`config.mk`:
```
export PLATFORM = sky130hd
export DESIGN_NAME = vdc_pipe_mul
export DESIGN_NICKNAME = d
export VERILOG_FILES = /design/src/rtl/vdc_pipe_mul.sv
export SDC_FILE = /design/constraint.sdc
export NUM_CORES = 1
export LEC_CHECK = 0
export ABC_CLOCK_PERIOD_IN_PS = 6800
export BUFFER_PORTS_ARGS = -buffer_cell sky130_fd_sc_hd__buf_2
export CORE_ASPECT_RATIO = 0.5
export CORE_MARGIN = 2
export CORE_UTILIZATION = 50
export CTS_CLUSTER_DIAMETER = 60
export DETAILED_ROUTE_END_ITERATION = 12
export PLACE_DENSITY = 0.69
export SLEW_MARGIN = 15
export SYNTH_ARGS = -nofsm -noshare
export SYNTH_HDL_FRONTEND = slang
export SYNTH_HIERARCHICAL = 1
export SYNTH_SLANG_ARGS = --single-unit
export TNS_END_PERCENT = 10
```
`constraint.sdc`:
```
create_clock -name clk -period 6.8 [get_ports clk]
set_input_delay 0.34 -clock clk [delete_from_list [all_inputs] [get_ports clk]]
set_output_delay 0.34 -clock clk [all_outputs]
set_load 0.005 [all_outputs]
```
`src/rtl/vdc_pipe_mul.sv`:
```
// ---------------------------------------------------------------------------
// vdc_pipe_mul : three-stage pipelined Vedic (Urdhva-Tiryagbhyam) multiplier
//
// Purpose
//   Multiplies two WIDTH-bit operands, signed or unsigned per operation, and
//   returns a 2*WIDTH-bit product with an opaque tag. The product is built
//   from four half-width Vedic products which are themselves decomposed
//   recursively down to 2x2 cells.
//
// Ports
//   clk        clock, all state changes on the rising edge
//   rst        synchronous active-high reset (clears valids and outputs)
//   in_valid   operands/mode/tag are valid
//   in_ready   pipeline can accept an operation this cycle
//   in_a/in_b  WIDTH-bit operands
//   in_signed  1 = two's-complement operands, 0 = unsigned
//   in_tag     TAG_W-bit tag, returned unchanged with the result
//   out_valid  out_prod/out_tag hold a result
//   out_ready  downstream takes the result this cycle
//   out_prod   2*WIDTH-bit product
//   out_tag    tag of the operation in out_prod
//
// Pipeline
//   stage 0 : sign handling, operands reduced to magnitudes
//   stage 1 : four half-width partial products
//   stage 2 : partial products combined, sign re-applied, result registered
//   The whole pipeline advances together (adv = !out_valid || out_ready), so
//   a stall freezes every stage, bubbles included.
// ---------------------------------------------------------------------------

// Recursive N x N Vedic multiplier. N must be a power of two >= 2.
module VdcVedicCore #(
  parameter int N = 2
) (
  input  logic [N-1:0]   i_a,
  input  logic [N-1:0]   i_b,
  output logic [2*N-1:0] o_p
);

  generate
    if (N == 2) begin : g_cell
      // 2x2 Urdhva cell: vertical, crosswise, vertical with a carry chain
      logic w_t;
      logic w_u;
      logic w_c1;
      logic w_hh;

      assign w_t  = i_a[1] & i_b[0];
      assign w_u  = i_a[0] & i_b[1];
      assign w_c1 = w_t & w_u;
      assign w_hh = i_a[1] & i_b[1];

      assign o_p[0] = i_a[0] & i_b[0];
      assign o_p[1] = w_t ^ w_u;
      assign o_p[2] = w_hh ^ w_c1;
      assign o_p[3] = w_hh & w_c1;
    end else begin : g_rec
      localparam int H = N / 2;

      logic [N-1:0] w_ll;
      logic [N-1:0] w_lh;
      logic [N-1:0] w_hl;
      logic [N-1:0] w_hh;
      logic [N:0]   w_cross;

      VdcVedicCore #(.N(H)) u_ll (.i_a(i_a[H-1:0]), .i_b(i_b[H-1:0]), .o_p(w_ll));
      VdcVedicCore #(.N(H)) u_lh (.i_a(i_a[H-1:0]), .i_b(i_b[N-1:H]), .o_p(w_lh));
      VdcVedicCore #(.N(H)) u_hl (.i_a(i_a[N-1:H]), .i_b(i_b[H-1:0]), .o_p(w_hl));
      VdcVedicCore #(.N(H)) u_hh (.i_a(i_a[N-1:H]), .i_b(i_b[N-1:H]), .o_p(w_hh));

      // The crosswise sum needs one extra bit; dropping its carry loses
      // 2^(N+H) for large operands.
      assign w_cross = {1'b0, w_lh} + {1'b0, w_hl};

      assign o_p = {w_hh, {N{1'b0}}}
                 + {{(H-1){1'b0}}, w_cross, {H{1'b0}}}
                 + {{N{1'b0}}, w_ll};
    end
  endgenerate

endmodule

module vdc_pipe_mul #(
  parameter int WIDTH = 16,
  parameter int TAG_W = 4
) (
  input  logic               clk,
  input  logic               rst,
  input  logic               in_valid,
  output logic               in_ready,
  input  logic [WIDTH-1:0]   in_a,
  input  logic [WIDTH-1:0]   in_b,
  input  logic               in_signed,
  input  logic [TAG_W-1:0]   in_tag,
  output logic               out_valid,
  input  logic               out_ready,
  output logic [2*WIDTH-1:0] out_prod,
  output logic [TAG_W-1:0]   out_tag
);

  localparam int H = WIDTH / 2;

  logic               w_adv;
  logic [WIDTH-1:0]   w_magA;
  logic [WIDTH-1:0]   w_magB;
  logic               w_neg;

  logic               r_s0Valid;
  logic [WIDTH-1:0]   r_s0A;
  logic [WIDTH-1:0]   r_s0B;
  logic               r_s0Neg;
  logic [TAG_W-1:0]   r_s0Tag;

  logic [WIDTH-1:0]   w_ppLl;
  logic [WIDTH-1:0]   w_ppLh;
  logic [WIDTH-1:0]   w_ppHl;
  logic [WIDTH-1:0]   w_ppHh;

  logic               r_s1Valid;
  logic [WIDTH-1:0]   r_s1Ll;
  logic [WIDTH-1:0]   r_s1Lh;
  logic [WIDTH-1:0]   r_s1Hl;
  logic [WIDTH-1:0]   r_s1Hh;
  logic               r_s1Neg;
  logic [TAG_W-1:0]   r_s1Tag;

  logic [WIDTH:0]     w_cross;
  logic [2*WIDTH-1:0] w_mag;
  logic [2*WIDTH-1:0] w_prod;

  logic               r_outValid;
  logic [2*WIDTH-1:0] r_outProd;
  logic [TAG_W-1:0]   r_outTag;

  // One advance signal for the whole pipe: move whenever the output slot is
  // empty or is being drained this cycle.
  assign w_adv     = !r_outValid || out_ready;
  assign in_ready  = w_adv;
  assign out_valid = r_outValid;
  assign out_prod  = r_outProd;
  assign out_tag   = r_outTag;

  // Signed operands are reduced to magnitudes so the core stays unsigned.
  // Negating the most negative value wraps to 2^(WIDTH-1), which is exactly
  // its magnitude when read as unsigned.
  always_comb begin
    w_magA = in_a;
    w_magB = in_b;
    w_neg  = 1'b0;
    if (in_signed) begin
      w_neg = in_a[WIDTH-1] ^ in_b[WIDTH-1];
      if (in_a[WIDTH-1]) w_magA = -in_a;
      if (in_b[WIDTH-1]) w_magB = -in_b;
    end
  end

  // Stage 0: input register.
  always_ff @(posedge clk) begin
    if (rst) begin
      r_s0Valid <= 1'b0;
      r_s0A     <= '0;
      r_s0B     <= '0;
      r_s0Neg   <= 1'b0;
      r_s0Tag   <= '0;
    end else if (w_adv) begin
      r_s0Valid <= in_valid;
      r_s0A     <= w_magA;
      r_s0B     <= w_magB;
      r_s0Neg   <= w_neg;
      r_s0Tag   <= in_tag;
    end
  end

  VdcVedicCore #(.N(H)) u_ppLl (.i_a(r_s0A[H-1:0]),     .i_b(r_s0B[H-1:0]),     .o_p(w_ppLl));
  VdcVedicCore #(.N(H)) u_ppLh (.i_a(r_s0A[H-1:0]),     .i_b(r_s0B[WIDTH-1:H]), .o_p(w_ppLh));
  VdcVedicCore #(.N(H)) u_ppHl (.i_a(r_s0A[WIDTH-1:H]), .i_b(r_s0B[H-1:0]),     .o_p(w_ppHl));
  VdcVedicCore #(.N(H)) u_ppHh (.i_a(r_s0A[WIDTH-1:H]), .i_b(r_s0B[WIDTH-1:H]), .o_p(w_ppHh));

  // Stage 1: register the four half-width partial products.
  always_ff @(posedge clk) begin
    if (rst) begin
      r_s1Valid <= 1'b0;
      r_s1Ll    <= '0;
      r_s1Lh    <= '0;
      r_s1Hl    <= '0;
      r_s1Hh    <= '0;
      r_s1Neg   <= 1'b0;
      r_s1Tag   <= '0;
    end else if (w_adv) begin
      r_s1Valid <= r_s0Valid;
      r_s1Ll    <= w_ppLl;
      r_s1Lh    <= w_ppLh;
      r_s1Hl    <= w_ppHl;
      r_s1Hh    <= w_ppHh;
      r_s1Neg   <= r_s0Neg;
      r_s1Tag   <= r_s0Tag;
    end
  end

  // Combine: cross terms are summed with their carry kept, then the sign is
  // re-applied. A zero magnitude negates to zero, so there is no -0.
  assign w_cross = {1'b0, r_s1Lh} + {1'b0, r_s1Hl};
  assign w_mag   = {r_s1Hh, {WIDTH{1'b0}}}
                 + {{(H-1){1'b0}}, w_cross, {H{1'b0}}}
                 + {{WIDTH{1'b0}}, r_s1Ll};
  assign w_prod  = r_s1Neg ? -w_mag : w_mag;

  // Stage 2: output register. Product and tag only change when a real result
  // arrives, so a bubble leaves the last result visible on out_prod/out_tag.
  always_ff @(posedge clk) begin
    if (rst) begin
      r_outValid <= 1'b0;
      r_outProd  <= '0;
      r_outTag   <= '0;
    end else if (w_adv) begin
      r_outValid <= r_s1Valid;
      if (r_s1Valid) begin
        r_outProd <= w_prod;
        r_outTag  <= r_s1Tag;
      end
    end
  end

endmodule

```
==> results of run 1 <==
[cell families (layout without fill, tap and decap cells)]
group / after synthesis / count (layout)
AND/OR/NAND/NOR: 778 / 778
XOR/XNOR: 232 / 232
buffers and inverters: 184 / 252
AO/OA/AOI/OAI: 596 / 596
multiplexers: 3 / 3
other: 0 / 3
adder cells (fa/ha/maj): 429 / 429
flip-flops: 145 / 145
[worst max-delay path, stage by stage (launching register included)]
cell,delay (ns)
sky130_fd_sc_hd__dfxtp_1,0.35
sky130_fd_sc_hd__ha_1,0.17
sky130_fd_sc_hd__inv_1,0.05
sky130_fd_sc_hd__fa_1,0.39
sky130_fd_sc_hd__nor2b_1,0.12
sky130_fd_sc_hd__o21ai_0,0.09
sky130_fd_sc_hd__a21boi_0,0.25
sky130_fd_sc_hd__o21ai_0,0.13
sky130_fd_sc_hd__a21boi_0,0.34
sky130_fd_sc_hd__o2111ai_1,0.18
sky130_fd_sc_hd__a31oi_1,0.25
sky130_fd_sc_hd__xor2_1,0.11
sky130_fd_sc_hd__ha_1,0.43
sky130_fd_sc_hd__o21ai_0,0.16
sky130_fd_sc_hd__and2_1,0.20
sky130_fd_sc_hd__nor2_1,0.16
sky130_fd_sc_hd__nor3_1,0.09
sky130_fd_sc_hd__or3_1,0.52
sky130_fd_sc_hd__o21a_1,0.25
sky130_fd_sc_hd__or2_2,0.33
sky130_fd_sc_hd__or4b_1,0.52
sky130_fd_sc_hd__a31oi_1,0.16
[worst paths after layout]
kind,startpoint,to,slack [ns],cells past startpoint
worst max-delay path,r_s1Lh[0],out_prod[30],1.45,21
worst min-delay path,in_tag[3],r_s0Tag[3],0.12,3
worst max register to register,r_s1Lh[0],out_prod[30],1.45,21
worst min register to register,out_tag[2],out_tag[2],0.45,2
[flip-flops by register name, indices dropped and copies added, names as in the netlist]
name	cells
out_tag	4
r_s0Neg	1
r_s1Ll	16
out_prod	32
r_s1Neg	1
r_s1Hl	16
r_s1Hh	16
r_s1Tag	4
r_s1Valid	1
out_valid	1
r_s0A	16
r_s0Tag	4
r_s0Valid	1
r_s1Lh	16
r_s0B	16
[power groups by stage]
stage | registers [mW] | logic [mW] | clock network, mW
final | 1.04 | 1.38 | 0.987
after global routing | 1.05 | 1.54 | 1.04
after CTS | 1.04 | 1.36 | 1.01
after detailed placement | 1.06 | 1.34 | 0
after global placement | 1.06 | 1.33 | 0
after floorplan | 1.01 | 1.03 | 0
[layout make-up]
| type | count | share of cell area [%] |
|---|---|---|
| repair buffers | 96 | 2.51 |
| well taps | 530 | 3.15 |
| diodes | 3 | 0.0357 |
| clock buffers | 17 | 2.02 |
| clock inverters | 15 | 0.916 |
| inverters | 124 | 2.22 |
| flip-flops and latches | 145 | 13.8 |
| multi-input cells | 2038 | 75.3 |
[layer usage]
layer,global-route usage (%),vias to the layer above,routed length [microns]
met5,0,-,0
met4,6.33,0,824
met3,3.56,45,2220
met2,36.6,316,19800
met1,35.0,7712,25500
li1,-,8429,-
[placed cells by master (no fill, tap or decap), types with 5 or more instances in the layout]
cell,count
sky130_fd_sc_hd__ha_1,387
sky130_fd_sc_hd__o21a_1,6
sky130_fd_sc_hd__nand2b_1,16
sky130_fd_sc_hd__nand3_1,15
sky130_fd_sc_hd__fa_1,42
sky130_fd_sc_hd__o211ai_1,12
sky130_fd_sc_hd__o21bai_1,23
sky130_fd_sc_hd__dfxtp_1,145
sky130_fd_sc_hd__nand4_1,9
sky130_fd_sc_hd__inv_8,5
sky130_fd_sc_hd__or2_2,8
sky130_fd_sc_hd__xnor2_1,152
sky130_fd_sc_hd__and2_1,262
sky130_fd_sc_hd__a21oi_1,201
sky130_fd_sc_hd__a22oi_1,5
sky130_fd_sc_hd__buf_2,77
sky130_fd_sc_hd__or3_1,18
sky130_fd_sc_hd__clkbuf_16,17
sky130_fd_sc_hd__nor4_1,5
sky130_fd_sc_hd__a21boi_0,5
sky130_fd_sc_hd__o21ai_0,65
sky130_fd_sc_hd__inv_1,123
sky130_fd_sc_hd__o31ai_1,14
sky130_fd_sc_hd__nor2b_1,9
sky130_fd_sc_hd__nor3_1,25
sky130_fd_sc_hd__a31oi_1,13
sky130_fd_sc_hd__a21o_2,20
sky130_fd_sc_hd__or4_1,5
sky130_fd_sc_hd__nor2_1,107
sky130_fd_sc_hd__o21ai_1,8
sky130_fd_sc_hd__o211ai_2,6
sky130_fd_sc_hd__a211oi_1,55
sky130_fd_sc_hd__and3_1,16
sky130_fd_sc_hd__xor2_1,79
sky130_fd_sc_hd__a211oi_2,21
sky130_fd_sc_hd__a21o_1,86
sky130_fd_sc_hd__a21oi_2,16
sky130_fd_sc_hd__nand2_1,258
sky130_fd_sc_hd__buf_4,19
==> run summary, run 1 <==
* critical path data required time: 7.17 ns
* overall die height: 144 microns
* leakage power: 11.1 nW
* TritonCTS Buffers: 17
* number of cells in the finished layout apart from fillers: 2968
* P&R area growth vs syn: 8.12%
* endpoints failing setup: 0
* number of top-level design ports: 79
* worst hold margin: 0.123 ns
* Clock power frac: 29.0%
* Fmax: 187 MHz
* sequential fraction of design power: 30.5%
* count of fill cells added during filler insertion: 3618
* net load switching power: 1.39 mW
* clock-pin slew on the worst setup and hold paths: 0.07 ns
* NumNets Final: 2892
* flop and latch count out of synthesis: 145
* kind of start point of the critical path: flop
* top fanout value on the critical path: 9
* Hold-fix buffers, CTS: 0
* Via density: 5.56
* Max Root-Sink Buffers: 2
* buffers inserted during post-CTS setup optimization: 0
* initial core utilization: 50.4%
* largest net degree at the start of global routing: 105
* post-route worst setup slack: 1.45 ns
* cell taking the most area after synthesis: sky130_fd_sc_hd__ha_1
* fraction of the mapped netlist area in compound gates: 21.1%
* depth of the CTS H-tree: 4
* total number of yosys warnings: 6
* final critical-path share of the clock period: 78.6%
* Resize count post-CTS: 0
* worst voltage drop across the vdd grid: 0.000162 V
* post-synthesis sequential area ratio: 14.9%
* accumulated negative setup slack: 0 ns
* Post-Syn Area per Cell: 8.22 sq um
* area of the mapped netlist: 19500 sq um
* number of buffers inserted by port buffering: 78
* number of library cell types mapped by synthesis: 76
* Avg WL per Cell: 16.3 microns
* xor and xnor area share after synthesis: 10.5%
* TritonCTS sink count: 145
* placed standard-cell area: 20400 sq um
* most instantiated library cell after synthesis: sky130_fd_sc_hd__ha_1
* first-iteration detailed-routing DRC count: 992
* Clk Tree Root Cell: sky130_fd_sc_hd__clkbuf_16
* initial antenna violation count: 1
* number of DRC violations after detailed routing: 0
* worst slew pin tran: 1.09 ns
* wire length of the first global-routing pass: 79100 microns
* via count of the first global-routing pass: 15300
* FF+latch area: 2900 sq um
* number of enable-type register cells in the synthesized netlist: 0
* worst rel slew slack: 27.5%
* final hold violation count: 0
* post-synthesis adder-cell area fraction: 29.2%
* Detailed Routing Iterations Pass 1: 5
* Post-Layout Inst Area: 21000 sq um
* synthesized-area fraction occupied by and/or/nand/nor cells: 20.4%
* fraction of synthesized cell area taken by the top area cell type: 24.9%
* Detail Route Antenna Nets: 0
* CTS tree: yes
* instance count of the mapped netlist: 2367
* Worst-Skew Late Latency: 0.46 ns
* Hold WC Path Type: in -> reg
* Overflow after GRT: 0
* PD cells: 162 nW/um^2
* crit path DAT: 5.72 ns
* Synthesized Nets: 2837
* share of synthesized area spent on multiplexers: 0.154%
* status: completed
* final critical delay including setup and external delays: 5.35 ns
* Layout Skew: 0.0158 ns
* via count of the routed design: 16500
* class of the most critical setup path: reg -> reg
* prevailing post-synth register cell: sky130_fd_sc_hd__dfxtp_1
* fraction of power spent switching nets: 40.9%
* Internal: 2.01 mW
* combinational family with the most area after synthesis: adder cells
* Routed WL: 48300 microns
* FFs w/ async S/R, synth: 0%
* capturing element type of the critical path: flop
* Die Area: 40600 sq um
* Floorplan Core Area: 38600 sq um
* area occupied by multi-input gates: 15900 sq um
* std cell rows: 51
* unrepaired setup endpoints after global routing: false
* RePlAce Congestion: 0.893
* fraction of layout instances using a drive strength above 1: 9.28%
* minimum setup slack after placement: 1.48 ns
* proportion of power drawn by combinational gates: 40.4%
* placed wire-length estimate: 37600 microns
* max-capacitance violation count: 0
* most common library cells after synthesis: 387 x sky130_fd_sc_hd__ha_1, 263 x sky130_fd_sc_hd__and2_1, 258 x sky130_fd_sc_hd__nand2_1
* Max Transition Viols Final: 0
* Total Power Consumption: 3.40 mW
* final core utilization: 54.5%
* cells taking the most area after synthesis: sky130_fd_sc_hd__ha_1 25%, sky130_fd_sc_hd__dfxtp_1 15%, sky130_fd_sc_hd__and2_1 8.5%
* global-route total usage across every layer: 23.9%
* Die Span X: 283 microns
* Post-Place Cells: 2933
(Power assumes the default switching activity.)
==> inputs of run 2 (changes only) <==
--- a/config.mk
+++ b/config.mk
@@ -5,14 +5,14 @@
 export SDC_FILE = /design/constraint.sdc
 export NUM_CORES = 1
 export LEC_CHECK = 0
-export ABC_CLOCK_PERIOD_IN_PS = 6800
+export ABC_CLOCK_PERIOD_IN_PS = 4700
 export BUFFER_PORTS_ARGS = -buffer_cell sky130_fd_sc_hd__buf_2
 export CORE_ASPECT_RATIO = 0.5
 export CORE_MARGIN = 2
 export CORE_UTILIZATION = 50
 export CTS_CLUSTER_DIAMETER = 60
 export DETAILED_ROUTE_END_ITERATION = 12
-export PLACE_DENSITY = 0.69
+export PLACE_DENSITY = 0.71
 export SLEW_MARGIN = 15
 export SYNTH_ARGS = -nofsm -noshare
 export SYNTH_HDL_FRONTEND = slang
==> constraint.sdc (replaced) <==
create_clock -name clk -period 4.7 [get_ports clk]
set_input_delay 0.235 -clock clk [delete_from_list [all_inputs] [get_ports clk]]
set_output_delay 0.235 -clock clk [all_outputs]
set_load 0.005 [all_outputs]
==> run 2 against run 1 <==
Net effect:
- the flow now finishes with violations (negative setup slack)
- total power is 57% higher
- clock power is 38% higher
- flip-flop and latch count stayed put
- combinational power is 84% higher
- critical path depth is 4 higher
- sequential share of layout area is 1.2 points lower
- sequential power is 38% higher
- first-iteration DRC count is 1.8% lower
- worst setup slack worse by 1.6 ns
- die area stayed put
- routed wire length is 9.7% higher
==> run summary, run 2 (synthesis gave the netlist of run 1 again) <==
* status: complete, but fails checks
* failing checks: negative setup slack
* top fanout value on the critical path: 5, -4
* critical path data required time: 5.01 ns, -2.16 ns
* Layout Skew: 0.0123 ns, -0.00354 ns
* Fmax: 207 MHz, +11%
* number of top-level design ports: 79, unchanged
* count of fill cells added during filler insertion: 3332, -7.9%
* longest individual stage delay on the worst path: 0.38 ns, -0.14 ns
* unrepaired setup endpoints after global routing: true
* endpoints failing setup: 8, +8
* cell mode on critical path: sky130_fd_sc_hd__buf_4
* Max Transition Viols Final: 0, unchanged
* depth of the CTS H-tree: 4, unchanged
* commonest cells after routing, fill and taps aside: 368 x sky130_fd_sc_hd__ha_1, 260 x sky130_fd_sc_hd__and2_1, 257 x sky130_fd_sc_hd__nand2_1, 238 x sky130_fd_sc_hd__buf_4, 183 x sky130_fd_sc_hd__a21oi_1
* class of the most critical setup path: reg -> reg
* crit path DAT: 5.14 ns, -0.58 ns
* worst hold margin: 0.0289 ns, -0.0940 ns
* Die Area: 40600 sq um, unchanged
* TritonCTS Buffers: 17, unchanged
* final critical delay including setup and external delays: 4.83 ns, -0.518 ns
* net load switching power: 2.16 mW, +55%
* Internal: 3.19 mW, +59%
* leading cell type in the layout, fill and taps excluded: sky130_fd_sc_hd__ha_1
* max reg flops: 32, unchanged
* TritonCTS sink count: 145, unchanged
* leakage power: 12.4 nW, +11%
* post-route worst setup slack: -0.130 ns, -1.58 ns
* NumNets Final: 3121, +7.9%
* Detail Route Antenna Nets: 0, unchanged
* proportion of power drawn by combinational gates: 47.6%, +7.2 points
* global-route total usage across every layer: 25.2%, +1.3 points
* Max Root-Sink Buffers: 2, unchanged
* worst rel slew slack: 34.9%, +7.4 points
* Floorplan Core Area: 38600 sq um, unchanged
* number of buffers inserted by port buffering: 78, unchanged
* final critical-path share of the clock period: 103%, +24 points
* largest net degree at the start of global routing: 86, -18%
* Hold WC Path Type: in -> reg
* final hold violation count: 0, unchanged
* first-iteration detailed-routing DRC count: 974, -1.8%
* Overflow after GRT: 0, unchanged
* sequential fraction of design power: 27.0%, -3.5 points
* Worst-Skew Late Latency: 0.46 ns, about the same
* RePlAce Congestion: 0.943, +5.6%
* number of cells in the finished layout apart from fillers: 3194, +7.6%
* capturing element type of the critical path: flop
* Die Span X: 283 microns, unchanged
* Routed WL: 53000 microns, +9.7%
* Clk Tree Root Cell: sky130_fd_sc_hd__clkbuf_16
* Total Power Consumption: 5.35 mW, +57%
* accumulated negative setup slack: -0.355 ns, -0.355 ns
* number of DRC violations after detailed routing: 0, unchanged
* Detailed Routing Iterations Pass 1: 8, +3
* wire length of the first global-routing pass: 83100 microns, +5.0%
* clock-pin slew on the worst setup and hold paths: 0.07 ns, about the same
* initial antenna violation count: 0, -1
* kind of start point of the critical path: flop
* placed wire-length estimate: 41700 microns, +11%
* Post-Place Cells: 3135, +6.9%
* overall die height: 144 microns, unchanged
* antenna cells: 0, -3
* initial core utilization: 50.4%, unchanged
* via count of the routed design: 17600, +6.4%
* fraction of layout instances using a drive strength above 1: 20.9%, +12 points
* fraction of power spent switching nets: 40.3%, -0.55 points
* std cell rows: 51, unchanged
* PD cells: 229 nW/um^2, +42%
* worst voltage drop across the vdd grid: 0.000164 V, +0.85%
* P&R area growth vs syn: 20.0%
* Clock power frac: 25.4%, -3.6 points
* max-capacitance violation count: 0, unchanged
* cell at the slowest stage of the critical path: sky130_fd_sc_hd__or3_4
* worst slew pin tran: 0.977 ns, -0.110 ns
* CTS tree: yes
* via count of the first global-routing pass: 16500, +7.8%
* Avg WL per Cell: 16.6 microns, +2.0%
* Via density: 5.50, -1.1%
-- run 2: cell count changes in the layout (fill, tap and decap cells not counted), sizes merged --
cell         delta
clkinvlp        -1
buf           +228
clkbuf          +2
clkinv          -1
bufinv          -1
dlygate4sd3     +1
inv             +1
diode           -3
-- run 2: path summary, 6_finish.rpt --
path	slack, ns	startpoint	endpoint	cells past startpoint
worst max-delay path	-0.13	r_s1Lh[0]	out_prod[31]	25
worst min-delay path	0.03	in_tag[0]	r_s0Tag[0]	3
worst max register to register	-0.13	r_s1Lh[0]	out_prod[31]	25
worst min register to register	0.45	out_prod[13]	out_prod[13]	2
-- run 2: stage by stage --
stage / util (%) / setup WS (ns) / instance area (sq um)
floorplan: - / 0.0112 / 19500
global placement: 57.0 / -0.175 / 22000
detailed placement: 57.0 / -0.225 / 22000
CTS: 59.2 / -0.0248 / 22900
global route: 60.5 / -0.352 / 23400
finish: 60.5 / -0.130 / 23400
-- run 2: per-layer routing --
metal | wire [microns] | up-vias | track usage (%)
li1 | - | 8890 | -
met1 | 26300 | 8201 | 35.2
met2 | 22800 | 399 | 40.5
met3 | 2440 | 74 | 3.00
met4 | 1480 | 0 | 8.73
met5 | 0 | - | 0
-- run 2: power by group through the flow --
| stage | Combinational [mW] | Sequential (mW) | Clock (mW) |
|---|---|---|---|
| detailed placement | 2.31 | 1.47 | 0 |
| global placement | 2.28 | 1.46 | 0 |
| floorplan | 1.49 | 1.46 | 0 |
| finish | 2.54 | 1.44 | 1.36 |
| CTS | 2.40 | 1.44 | 1.38 |
| global route | 2.77 | 1.46 | 1.42 |
-- run 2: final cells by class --
| type | count | area [sq um] | share of cell area (%) |
|---|---|---|---|
| clock buffer | 19 | 443 | 1.90 |
| sequential | 145 | 2930 | 12.5 |
| timing repair buffer | 325 | 2330 | 9.97 |
| clock inverter | 13 | 123 | 0.525 |
| multi-input combinational | 2038 | 16400 | 70.2 |
| tap | 530 | 663 | 2.84 |
| inverter | 124 | 468 | 2.00 |
-- run 2: critical path: cells and delay by family, from the launching register on --
| kind | cells | cell delay (ns) |
|---|---|---|
| compound gates | 9 | 1.28 |
| flops | 1 | 0.35 |
| simple gates | 6 | 1.29 |
| fa+ha+maj | 3 | 0.84 |
| buf+inv | 5 | 0.68 |
| xor+xnor | 2 | 0.25 |
-- run 2: timing repair --
item / CTS / global route
setup buffers: 12 / 14
endpoints found under the hold margin: 1 / 0
setup endpoints to repair: 16 / 30
pin swaps: 21 / 52
hold buffers: 1 / 0
resized for setup: 48 / 83
